### config.mk
export PLATFORM = sky130hd
export DESIGN_NAME = student_sub16_serial
export DESIGN_NICKNAME = d
export VERILOG_FILES = /design/src/rtl/student_sub16_serial.sv
export SDC_FILE = /design/constraint.sdc
export NUM_CORES = 1
export LEC_CHECK = 0
export CORE_AREA = 10 10 77 112
export CTS_CLUSTER_SIZE = 8
export DETAILED_ROUTE_END_ITERATION = 8
export DIE_AREA = 0 0 87 122
export PLACE_DENSITY = 0.72
export SYNTH_ARGS = -nofsm -noshare
export SYNTH_HDL_FRONTEND = slang
export SYNTH_SLANG_ARGS = --single-unit
### constraint.sdc
create_clock -name clk -period 2.95 [get_ports clk]
set_input_delay 0.4425 -clock clk [delete_from_list [all_inputs] [get_ports clk]]
set_output_delay 0.4425 -clock clk [all_outputs]
set_load 0.005 [all_outputs]
### src/rtl/student_sub16_serial.sv
// Bit-serial subtractor: out = a - b, one bit per clock, LSB first.
// Operands are captured on an accepted start; the result and its flags are
// registered and held until the next operation completes.
module student_sub16_serial #(
  parameter int WIDTH = 16
) (
  input  logic             clk,
  input  logic             rst_n,
  input  logic             start,
  input  logic [WIDTH-1:0] a,
  input  logic [WIDTH-1:0] b,
  output logic             busy,
  output logic             done,
  output logic [WIDTH-1:0] out,
  output logic             borrow,
  output logic             zero,
  output logic             neg
);

  // Counter only needs to reach WIDTH-1; guard the degenerate WIDTH=1 case.
  localparam int CNT_W = (WIDTH > 1) ? $clog2(WIDTH) : 1;

  typedef enum logic [1:0] {
    S_IDLE,
    S_RUN,
    S_DONE
  } state_e;

  state_e             state_q;
  logic [WIDTH-1:0]   a_sh_q;
  logic [WIDTH-1:0]   b_sh_q;
  // Holds the WIDTH-1 already-computed bits; the final bit is appended on the
  // completion edge, so no register bit is ever left unused.
  logic [WIDTH-2:0]   res_sh_q;
  logic [CNT_W-1:0]   cnt_q;
  logic               br_q;
  logic               busy_q;
  logic               done_q;
  logic [WIDTH-1:0]   out_q;
  logic               borrow_q;
  logic               zero_q;
  logic               neg_q;

  // One full-subtractor cell working on the current LSBs.
  logic             x_bit;
  logic             y_bit;
  logic             diff_d;
  logic             br_d;
  logic             last_bit;
  logic [WIDTH-1:0] result_d;

  assign x_bit    = a_sh_q[0];
  assign y_bit    = b_sh_q[0];
  assign diff_d   = x_bit ^ y_bit ^ br_q;
  assign br_d     = (~x_bit & y_bit) | (~(x_bit ^ y_bit) & br_q);
  assign last_bit = (cnt_q == CNT_W'(WIDTH - 1));
  assign result_d = {diff_d, res_sh_q};

  // Control FSM and datapath; every output is registered.
  always_ff @(posedge clk or negedge rst_n) begin
    if (!rst_n) begin
      state_q  <= S_IDLE;
      a_sh_q   <= '0;
      b_sh_q   <= '0;
      res_sh_q <= '0;
      cnt_q    <= '0;
      br_q     <= 1'b0;
      busy_q   <= 1'b0;
      done_q   <= 1'b0;
      out_q    <= '0;
      borrow_q <= 1'b0;
      zero_q   <= 1'b0;
      neg_q    <= 1'b0;
    end else begin
      // NOTE: non-blocking assignments let every register here sample the
      // pre-edge values of the others, so shift/borrow/count stay in lockstep.
      case (state_q)
        S_IDLE, S_DONE: begin
          done_q <= 1'b0;
          if (start) begin
            a_sh_q  <= a;
            b_sh_q  <= b;
            cnt_q   <= '0;
            br_q    <= 1'b0;
            busy_q  <= 1'b1;
            state_q <= S_RUN;
          end else begin
            state_q <= S_IDLE;
          end
        end
        S_RUN: begin
          a_sh_q   <= a_sh_q >> 1;
          b_sh_q   <= b_sh_q >> 1;
          res_sh_q <= {diff_d, res_sh_q[WIDTH-2:1]};
          br_q     <= br_d;
          cnt_q    <= cnt_q + CNT_W'(1);
          if (last_bit) begin
            out_q    <= result_d;
            borrow_q <= br_d;
            zero_q   <= (result_d == '0);
            neg_q    <= diff_d;
            busy_q   <= 1'b0;
            done_q   <= 1'b1;
            state_q  <= S_DONE;
          end
        end
        default: begin
          busy_q  <= 1'b0;
          done_q  <= 1'b0;
          state_q <= S_IDLE;
        end
      endcase
    end
  end

  assign busy   = busy_q;
  assign done   = done_q;
  assign out    = out_q;
  assign borrow = borrow_q;
  assign zero   = zero_q;
  assign neg    = neg_q;

endmodule

==> impl_metrics.tcl <==
set metrics [dict create \
    cts_hold_repair.buffers 0 \
    timing.reg2reg.setup_slack_ns 1.22 \
    finalNetCount 368 \
    timing.max_cap.violations 0 \
    worst_ep_arrival_time_ns 2.03 \
    synth.cell_area_um2 3080 \
    clock_power_share 0.206 \
    grt_util_all_layers 0.128 \
    crit_path_start_kind "input pin" \
    area_delta_synth_final_pct 25.2 \
    endpoint_required_time_on_the_critical_path_ns 3.22 \
    dp_cells 398 \
    antenna_violations_before_repair 0 \
    met2_wirelength_mm 3.22 \
    synth_edf_count 0 \
    slew_headroom 0.358 \
    synth.area.mux_share 0.0801 \
    cts-resized-gates 0 \
    boundaryPins 56 \
    dieArea_um2 10600 \
    regToRegStartpoint "state_q[0]$_DFFE_PN0P_" \
    hold_viol_final 0 \
    clock_insertion_delay_worst_skew_ns 0.34 \
    skew_ns 0.0151 \
    cts_num_sinks 73 \
    remaining_drc_errors 0 \
    dpl.hpwl_mm 4.39 \
    synth_simple_gate_area_frac 0.180 \
    num_vias 2260 \
    tritoncts.num_buffers 9 \
    ant_nets 0 \
    utilization 0.574 \
    met3RoutedLength_um 340 \
    clk_path_buf_depth 2 \
    total_routed_wirelength_mm 6.51 \
    r2r_cells 4 \
    clkSlewWorstSetupHoldPaths_ns 0.08 \
    gpl.final_weighted_congestion 0.706 \
    setup_tns_ns 0 \
    max_slew.worst_pin.slew_ns 0.963 \
    max-vdd-ir-drop_uv 451 \
    fillerInstances 568 \
    synthesis.instances 281 \
    power_density_nw_per_um2 1050 \
    maxUsedRoutingLayer "met4" \
    drive_gt1_frac 0.119 \
    buffer_ports.inserted 55 \
    grt-ovfl-total 0 \
    layout.cells.most_common "sky130_fd_sc_hd__nand2_1" \
    synth_ff_type "sky130_fd_sc_hd__dfrtp_1" \
    critical_path_start "start" \
    final_period_minus_worst_setup_slack_ns 1.77 \
    hold_path.class "input pin to asynchronous set/reset pin" \
    wirelength_per_cell_um 15.7 \
    unrepaired_setup_endpoints_after_global_routing "false" \
    pin_count_of_the_biggest_net_entering_global_routing 51 \
    power_switching_share 0.346 \
    synthAdderAreaFrac 0.0106 \
    cell_variety_after_synth 32 \
    min_period_over_period 0.599 \
    detailedRoute.firstIterationViolations 229 \
    worstSetupEndpointType "register" \
    largest_family_of_logic_cells_by_synthesized_area "simple AND/OR/NAND/NOR gates" \
    synthesis.nets 318 \
    drt_pass1_iterations 4 \
    power_switching_mw 1.40 \
    max_freq_mhz 565 \
    setup_viol 0 \
    first_global_vias 2269 \
    die_w_um 87 \
    synth.yosys.warnings 0 \
    critical_path_class "input pin to register" \
    viasPerCell 5.46 \
    most-common-layout-cells "sky130_fd_sc_hd__nand2_1 (77), sky130_fd_sc_hd__dfrtp_1 (73), sky130_fd_sc_hd__clkdlybuf4s50_1 (54)" \
    grt_pass1_wl_mm 10.9 \
    cts_htree_levels 3 \
    final-max-slew-violation-count 0 \
    proportion_of_synthesized_chip_area_in_sequential_cells 0.594 \
    run_status "finished, final reports clean" \
    post_synthesis_share_of_cell_area_spent_on_xor_and_xnor_gates 0 \
    core.rowCount 37 \
    r2r_end "a_sh_q[1]$_DFFE_PN0P_" \
    die_height_um 122 \
    cellLeakagePower_nw 1.82 \
    seq_power_share 0.433 \
    internal_power_mw 2.65 \
    timing.critical_path.fanout_max 24 \
    n_antenna_cell 0 \
    fin_worst_hold_slack_ns 0.131 \
    fp.coreArea_um2 6710 \
    synth_area_per_cell_um2 10.9 \
    finish.cell_count_without_fillers 414 \
    floorplan.initialDensity 0.458 \
    ffs_w_async_s_r_synth 1.00 \
    drt-met1-wl_mm 2.75 \
    share_comb_of_total_power 0.362 \
    postCtsSetupRepairBufs 0 \
    synth_compound_area_frac 0.0911 \
    cts.root.buffer_cell "sky130_fd_sc_hd__clkbuf_8" \
    yosys_register_bits 73 \
    clock_tree_from_tritoncts "built" \
]
synth_stat cells, types with 4 or more instances:
| master | n | area, µm² |
|---|---|---|
| sky130_fd_sc_hd__dfrtp_1 | 73 | 1830 |
| sky130_fd_sc_hd__mux2_2 | 9 | 101 |
| sky130_fd_sc_hd__nand2_1 | 77 | 289 |
| sky130_fd_sc_hd__buf_1 | 5 | 18.8 |
| sky130_fd_sc_hd__mux2i_1 | 4 | 40.0 |
| sky130_fd_sc_hd__a22oi_1 | 29 | 218 |
| sky130_fd_sc_hd__inv_1 | 4 | 15.0 |
| sky130_fd_sc_hd__mux2_4 | 7 | 105 |
| sky130_fd_sc_hd__nor4_1 | 4 | 25.0 |
| sky130_fd_sc_hd__clkbuf_1 | 9 | 33.8 |
| sky130_fd_sc_hd__nand3_1 | 31 | 155 |
power by group through the flow:
stage / Clock, mW / Combinational (mW) / Sequential, mW
final: 0.835 / 1.47 / 1.76
after CTS: 0.851 / 1.50 / 1.76
after floorplan: 0 / 1.02 / 1.70
after detailed placement: 0 / 1.49 / 1.78
after global placement: 0 / 1.44 / 1.76
after global routing: 0.899 / 1.66 / 1.82
metrics by stage:
step                cell area, µm²  worst slack [ns]  power (mW)
global placement              3640             0.835        3.19
floorplan                     3080              1.43        2.73
global route                  3850              1.04        4.38
CTS                           3850              1.18        4.11
finish                        3850              1.18        4.06
detailed placement            3640             0.842        3.26
state kept, by name (all words and copies together) (netlist names):
register and flops:
a_sh_q 16, b_sh_q 16, borrow 1, br_q 1, busy 1, cnt_q 4
done 1, out 16, res_sh_q 15, state_q 1, zero 1
routing by layer:
| layer | global-route usage | up-vias |
|---|---|---|
| met5 | 0 | - |
| met1 | 0.163 | 1109 |
| met3 | 0.0321 | 16 |
| met4 | 0.0772 | 0 |
| li1 | - | 1072 |
| met2 | 0.190 | 63 |
worst max-delay path by stage:
stage / slack (ns) / to / cells after the start
after global placement: 0.84 / a_sh_q[7]$_DFFE_PN0P_ / 5
after detailed placement: 0.84 / a_sh_q[5]$_DFFE_PN0P_ / 5
final: 1.18 / a_sh_q[1]$_DFFE_PN0P_ / 5
after CTS: 1.18 / a_sh_q[2]$_DFFE_PN0P_ / 5
after global routing: 1.04 / a_sh_q[9]$_DFFE_PN0P_ / 5
after floorplan: 1.43 / out[10]$_DFFE_PN0P_ / 6
worst max-delay path, stage by stage:
cell	delay, ns
sky130_fd_sc_hd__clkdlybuf4s50_1	0.45
sky130_fd_sc_hd__nand2b_1	0.64
sky130_fd_sc_hd__buf_4	0.30
sky130_fd_sc_hd__nand3_1	0.08
sky130_fd_sc_hd__nand2_1	0.11
logic make-up (layout without fill, tap and decap cells):
kind of cell               Yosys count  count (layout)
muxes                               20              20
and+or+nand+nor                    124             124
adders and majority gates            2               2
buffers and inverters               25              80
AOI/OAI and AO/OA                   37              37
DFF                                 73              73
area by class of cell:
type	instances	area, µm²	area share
Inverter	4	15.0	0.00390
Sequential cell	73	1830	0.474
Tap cell	78	97.6	0.0253
Timing Repair Buffer	60	583	0.151
Clock buffer	11	131	0.0341
Clock inverter	5	80.1	0.0208
Multi-Input combinational cell	183	1120	0.290
No activity file was read; power rests on OpenSTA's default activity.
